`src/rtl/dac_cmd_pkg.sv`:
```
// Shared types and constants for the DAC command arbiter.
// The init table is only referenced when DAC_INIT_SEQ_EN is defined.
package dac_cmd_pkg;

    typedef enum logic [2:0] {
        ST_STARTUP,
        ST_INIT,
        ST_IDLE,
        ST_ISSUE,
        ST_WAIT,
        ST_RESP
    } state_e;

    localparam logic [7:0] CMD_GET_PFX = 8'h20;
    localparam logic [7:0] CMD_SET_PFX = 8'h21;

    typedef struct packed {
        logic [15:0] addr;
        logic [15:0] data;
    } cmd_t;

    localparam int INIT_LEN = 4;

    function automatic cmd_t init_entry(input int idx);
        cmd_t e;
        case (idx)
            0:       e = '{addr: {CMD_SET_PFX, 8'h01}, data: 16'h0000};
            1:       e = '{addr: {CMD_SET_PFX, 8'h02}, data: 16'h0003};
            2:       e = '{addr: {CMD_SET_PFX, 8'h03}, data: 16'h0080};
            3:       e = '{addr: {CMD_GET_PFX, 8'h00}, data: 16'h0000};
            default: e = '0;
        endcase
        return e;
    endfunction

endpackage

```
`src/rtl/rr_arbiter.sv`:
```
// Round-robin grant: search starts after the last granted index.
// One-hot grant out, all-zero when nobody requests.
module rr_arbiter #(
    parameter int N  = 2,
    parameter int IW = 1
) (
    input  logic [N-1:0]  req_i,
    input  logic [IW-1:0] ptr_i,
    output logic [N-1:0]  gnt_o
);

    logic found;

    always_comb begin
        gnt_o = '0;
        found = 1'b0;
        for (int k = 1; k <= N; k++) begin
            for (int j = 0; j < N; j++) begin
                if (!found && req_i[j] && j == (int'(ptr_i) + k) % N) begin
                    gnt_o[j] = 1'b1;
                    found    = 1'b1;
                end
            end
        end
    end

endmodule

```
`src/rtl/dac_cmd_arbiter.sv`:
```
// Round-robin arbiter feeding one DAC command port with fixed spacing.
// Define DAC_INIT_SEQ_EN to replay the package init table after startup.
module dac_cmd_arbiter
    import dac_cmd_pkg::*;
#(
    parameter int N_REQ          = 2,
    parameter int GAP_CYCLES     = 200,
    parameter int STARTUP_CYCLES = 512
) (
    input  logic                 clk_in,
    input  logic                 rst_in,
    input  logic [N_REQ-1:0]     req_valid_in,
    input  logic [16*N_REQ-1:0]  req_addr_in,
    input  logic [16*N_REQ-1:0]  req_data_in,
    output logic [N_REQ-1:0]     req_ready_out,
    output logic [N_REQ-1:0]     rsp_valid_out,
    output logic [15:0]          rsp_data_out,
    output logic                 busy_out,
    output logic                 cmd_trig_out,
    output logic [15:0]          cmd_addr_out,
    output logic [15:0]          cmd_data_out,
    input  logic [15:0]          cmd_data_in
);

    localparam int IW   = (N_REQ > 1) ? $clog2(N_REQ) : 1;
    localparam int MAXC = (GAP_CYCLES > STARTUP_CYCLES) ?
                          GAP_CYCLES : STARTUP_CYCLES;
    localparam int CW   = $clog2(MAXC + 1);

    state_e           state_q, state_d;
    logic [CW-1:0]    cnt_q, cnt_d, cnt_dec;
    logic [IW-1:0]    ptr_q, ptr_d;
    logic [N_REQ-1:0] gnt, gnt_q, gnt_d;
    logic [15:0]      addr_q, addr_d;
    logic [15:0]      data_q, data_d;
    logic             init_q, init_d;
    logic             wait_done;

`ifdef DAC_INIT_SEQ_EN
    localparam int XW = $clog2(INIT_LEN + 1);
    logic [XW-1:0] idx_q, idx_d;
    cmd_t          ent;
`endif

    rr_arbiter #(
        .N  (N_REQ),
        .IW (IW)
    ) u_rr (
        .req_i (req_valid_in),
        .ptr_i (ptr_q),
        .gnt_o (gnt)
    );

    assign cnt_dec   = (cnt_q != '0) ? cnt_q - CW'(1) : '0;
    assign wait_done = (cnt_q <= CW'(1));

    always_comb begin
        state_d = state_q;
        cnt_d   = cnt_q;
        ptr_d   = ptr_q;
        gnt_d   = gnt_q;
        addr_d  = addr_q;
        data_d  = data_q;
        init_d  = init_q;
`ifdef DAC_INIT_SEQ_EN
        idx_d   = idx_q;
        ent     = init_entry(int'(idx_q));
`endif
        case (state_q)
            ST_STARTUP: begin
                cnt_d = cnt_dec;
                if (wait_done) begin
`ifdef DAC_INIT_SEQ_EN
                    state_d = ST_INIT;
`else
                    state_d = ST_IDLE;
`endif
                end
            end
            ST_INIT: begin
`ifdef DAC_INIT_SEQ_EN
                if (idx_q == XW'(INIT_LEN)) begin
                    state_d = ST_IDLE;
                end else begin
                    addr_d  = ent.addr;
                    data_d  = ent.data;
                    idx_d   = idx_q + XW'(1);
                    gnt_d   = '0;
                    init_d  = 1'b1;
                    state_d = ST_ISSUE;
                end
`else
                state_d = ST_IDLE;
`endif
            end
            ST_IDLE: begin
                if (|gnt) begin
                    for (int i = 0; i < N_REQ; i++) begin
                        if (gnt[i]) begin
                            addr_d = req_addr_in[16*i +: 16];
                            data_d = req_data_in[16*i +: 16];
                            ptr_d  = IW'(i);
                        end
                    end
                    gnt_d   = gnt;
                    init_d  = 1'b0;
                    state_d = ST_ISSUE;
                end
            end
            ST_ISSUE: begin
                // The INIT cycle between table entries is part of their gap.
                cnt_d   = init_q ? CW'(GAP_CYCLES - 1) : CW'(GAP_CYCLES);
                state_d = ST_WAIT;
            end
            ST_WAIT: begin
                cnt_d = cnt_dec;
                if (wait_done) begin
                    state_d = init_q ? ST_INIT : ST_RESP;
                end
            end
            ST_RESP: begin
                state_d = ST_IDLE;
            end
            default: begin
                state_d = ST_STARTUP;
            end
        endcase
    end

    always_ff @(posedge clk_in) begin
        if (rst_in) begin
            state_q <= ST_STARTUP;
            cnt_q   <= CW'(STARTUP_CYCLES);
            ptr_q   <= IW'(N_REQ - 1);
            gnt_q   <= '0;
            addr_q  <= '0;
            data_q  <= '0;
            init_q  <= 1'b0;
`ifdef DAC_INIT_SEQ_EN
            idx_q   <= '0;
`endif
        end else begin
            state_q <= state_d;
            cnt_q   <= cnt_d;
            ptr_q   <= ptr_d;
            gnt_q   <= gnt_d;
            addr_q  <= addr_d;
            data_q  <= data_d;
            init_q  <= init_d;
`ifdef DAC_INIT_SEQ_EN
            idx_q   <= idx_d;
`endif
        end
    end

    assign req_ready_out = (state_q == ST_IDLE) ? gnt : '0;
    assign rsp_valid_out = (state_q == ST_RESP) ? gnt_q : '0;
    assign rsp_data_out  = (state_q == ST_RESP) ? cmd_data_in : '0;
    assign busy_out      = !rst_in && (state_q != ST_IDLE);
    assign cmd_trig_out  = (state_q == ST_ISSUE);
    assign cmd_addr_out  = addr_q;
    assign cmd_data_out  = data_q;

endmodule

```
`config.mk`:
```
export PLATFORM = sky130hd
export DESIGN_NAME = dac_cmd_arbiter
export DESIGN_NICKNAME = d
export VERILOG_FILES = /design/src/rtl/dac_cmd_pkg.sv /design/src/rtl/rr_arbiter.sv /design/src/rtl/dac_cmd_arbiter.sv
export SDC_FILE = /design/constraint.sdc
export NUM_CORES = 1
export LEC_CHECK = 0
export ABC_CLOCK_PERIOD_IN_PS = 1850
export BUFFER_PORTS_ARGS = -buffer_cell sky130_fd_sc_hd__buf_4
export CAP_MARGIN = 20
export CORE_MARGIN = 4
export CORE_UTILIZATION = 40
export CTS_BUF_LIST = sky130_fd_sc_hd__clkbuf_4 sky130_fd_sc_hd__clkbuf_8
export DETAILED_ROUTE_END_ITERATION = 8
export HOLD_SLACK_MARGIN = 0.05
export PLACE_DENSITY = 0.78
export SLEW_MARGIN = 20
export SYNTH_ARGS = -nofsm -noshare
export SYNTH_HDL_FRONTEND = slang
export SYNTH_SLANG_ARGS = --single-unit
```
`constraint.sdc`:
```
create_clock -name clk_in -period 1.85 [get_ports clk_in]
set_clock_uncertainty 0.1 [all_clocks]
set_input_delay 0.185 -clock clk_in [delete_from_list [all_inputs] [get_ports clk_in]]
set_output_delay 0.185 -clock clk_in [all_outputs]
set_load 0.03 [all_outputs]
```
==> results by group <==
Yosys
  • Avg Cell Area, Syn: around 9.8 sq um
  • Post-synth top flop: dfxtp_1
  • Synth area leaders: dfxtp_1, a211oi_2, mux2i_1
  • Area share of the largest cell type after synthesis: 37.30%
  • Post-synthesis sequential area ratio: approximately 37%
  • Synth Register Bits: 48
  • Post-synth EDFFs: 0
  • Mapped Area: approximately 2600 sq um
  • Post-synth cell types: between 40 and 50
  • Syn nets: between 300 and 400
  • Yosys top cell by area: dfxtp_1
  • Synth Warn #: 0
  • Gate Count Post-Synth: approximately 260
  • Ys async rst share: 0%

Global route
  • Initial antenna violation count: 0
  • Grt ovf: 0
  • First-pass GRT wire length: approximately 10000 um
  • GRT Resource Usage Total: 16.33%
  • Largest net degree at the start of global routing: 41
  • Number of global-route vias before repair: around 2.4k

Placed design
  • Placed Area: ~3700 sq um
  • Routability-driven placement congestion ratio: around 0.84
  • Detailed-placement wirelength estimate: ~5300 um
  • # port buffers: between 100 and 150

Cells and area
  • Layout area overhead: 48.66%
  • Final core utilization: approximately 63%
  • Share of layout cells above drive strength 1: 50.74%
  • Ant diodes: 0
  • Final #Nets: about 490
  • Design Area, Final: 3830 sq um

Detailed routing
  • Residual DRC: 0
  • Vias per inst: between 5 and 6
  • Initial DRC count: between 40 and 50
  • Antenna viol nets, final: 0
  • Routed wire length: around 6700 um
  • Detailed Routing Iterations Pass 1: 4
  • Via Count: between 2k and 2.5k
  • Drt wl/cell: around 14 um

Hold path
  • Hold path cells: 3
  • Hold WC Path Type: in -> reg

STA
  • Slew Limit Fails: 0
  • Peak Freq: about 570 MHz
  • Slew @ Worst Pin: around 0.5 ns
  • RSZ-0062 raised after global routing: false
  • Setup violations, final: 0
  • Final Cycle Share: between 90% and 100%
  • Fin Setup TNS: 0 ns
  • Slew Limit Headroom: ~67%
  • Crit path time final: around 1.8 ns
  • Final hold viol count: 0

Floorplan
  • Die width: 88.26 um
  • Std-Cell Rows: 28
  • Io pins: roughly 140
  • Die area: 7789 sq um
  • Chip Height: about 88 um
  • Core Area: just over 6000 sq um
  • Initial core utilization: a little over two fifths

Critical path
  • R2R depth: 6
  • CP Data Required Time: between 1.5 and 2 ns
  • Largest fanout on the critical path: 9
  • Critical path type: reg -> reg
  • Critical Path Start Type: flip-flop
  • Setup crit end kind: flip-flop
  • CP arrival: between 1.5 and 2 ns

Run
  • Max-Cap Viols: 0

Power and ir drop
  • Leak: 1.672 nW
  • Maximum VDD drop: around 0.61 mV
  • Power density cells: around 980 nW/um^2

Clock network
  • # H-tree levels: 2
  • Skew-Pair Late Insertion Delay: around 0.29 ns
  • Clk slew on worst S/H paths: ~0.090 ns
  • Root buffer cell: clkbuf_8
  • TritonCTS clock tree: yes
  • Clock sinks: 48
  • Bufs on Longest Clock Path: 2
  • CTS buffer count: 5

Outcome
  • Status: finished clean
per-stage QoR:
step,power [mW],std cells,setup slack [ns],hold slack (ns)
after floorplan,2.531,263,0.09827,0.2549
after detailed placement,3.116,471,0.04580,0.3499
after global placement,3.051,471,0.1189,0.3393
final,3.765,479,0.08373,0.08915
after CTS,3.783,479,0.02185,0.08271
after global routing,4.023,479,0.004005,0.09126
power by group:
| part | internal, mW | total, mW | switching, mW | leakage [nW] |
|---|---|---|---|---|
| clock | 0.334 | 0.652 | 0.317 | 0.0523 |
| combinational | 0.800 | 1.71 | 0.915 | 1.23 |
| sequential | 1.23 | 1.40 | 0.170 | 0.391 |
what timing repair did:
item                                   CTS  global route
buffers inserted                         0             0
hold buffers                             0             0
setup endpoints to repair               18            20
endpoints found under the hold margin    0             0
pin swaps                                0             1
gates resized for setup                  1             4
per-layer routing:
| layer | share of wire (%) | global-route usage (%) | vias up |
|---|---|---|---|
| met4 | 1.4 | 5.082 | 0 |
| met3 | 7.1 | 3.445 | 9 |
| met2 | 54 | 31.88 | 68 |
| li1 | - | - | 1222 |
| met1 | 37 | 17.30 | 1101 |
| met5 | 0 | 0 | - |
sequential cells by signal, summed over array words and instances, names as in the netlist:
| register | count |
|---|---|
| cmd_addr_out | 16 |
| cmd_data_out | 16 |
| cnt_q | 10 |
| state_q | 3 |
| gnt_q | 2 |
| ptr_q | 1 |
Yosys cell counts, types with 4 or more instances:
cell	number
nor2_1	40
a21oi_1	11
a211oi_1	5
mux2i_1	32
nand2_1	7
nand3_1	6
clkbuf_1	4
buf_6	4
o21ai_0	4
and2_1	18
dfxtp_1	48
buf_4	7
a211oi_2	28
inv_1	8
path summary, 6_finish.rpt:
kind              startpoint        to  slack [ns]
max reg2reg         cnt_q[0]  cnt_q[5]        0.08
min          req_valid_in[1]     ptr_q        0.09
min reg2reg         gnt_q[0]  gnt_q[0]        0.36
max                 cnt_q[0]  cnt_q[5]        0.08
final cells by class:
| cell class | count | area, sq um |
|---|---|---|
| Fill cell | 547 | 2266 |
| Multi-Input combinational cell | 188 | 1476 |
| Timing Repair Buffer | 152 | 1166 |
| Sequential cell | 48 | 965.9 |
| Clock buffer | 8 | 97.59 |
| Tap cell | 75 | 93.84 |
| Inverter | 8 | 30.03 |
placed cells by master, fill, tap and decap left out, types with 4 or more instances in the layout:
master and n:
a211oi_1 5, o21ai_0 4, and2_1 18, buf_4 150, clkbuf_8 6, mux2i_1 32, inv_1 8, a21oi_1 11
dfxtp_1 46, a211oi_2 28, nand2_1 7, nor2_1 40, nand3_1 6
logic make-up after synthesis:
| kind of cell | Yosys count | synth area share (%) |
|---|---|---|
| AO/OA/AOI/OAI | 65 | 24.19 |
| adder cells (fa/ha/maj) | 2 | 0.9712 |
| buffers and inverters | 27 | 6.314 |
| flip-flops | 48 | 37.30 |
| multiplexers | 34 | 13.31 |
| AND/OR/NAND/NOR | 87 | 17.92 |
worst max-delay path, stage by stage, from the launching register on:
cell,delay [ns]
dfxtp_1,0.34
inv_1,0.06
ha_1,0.21
nor3b_4,0.17
a311oi_4,0.44
a21oi_1,0.13
o32ai_1,0.22
Note: power is estimated with default switching activity, not from simulation.
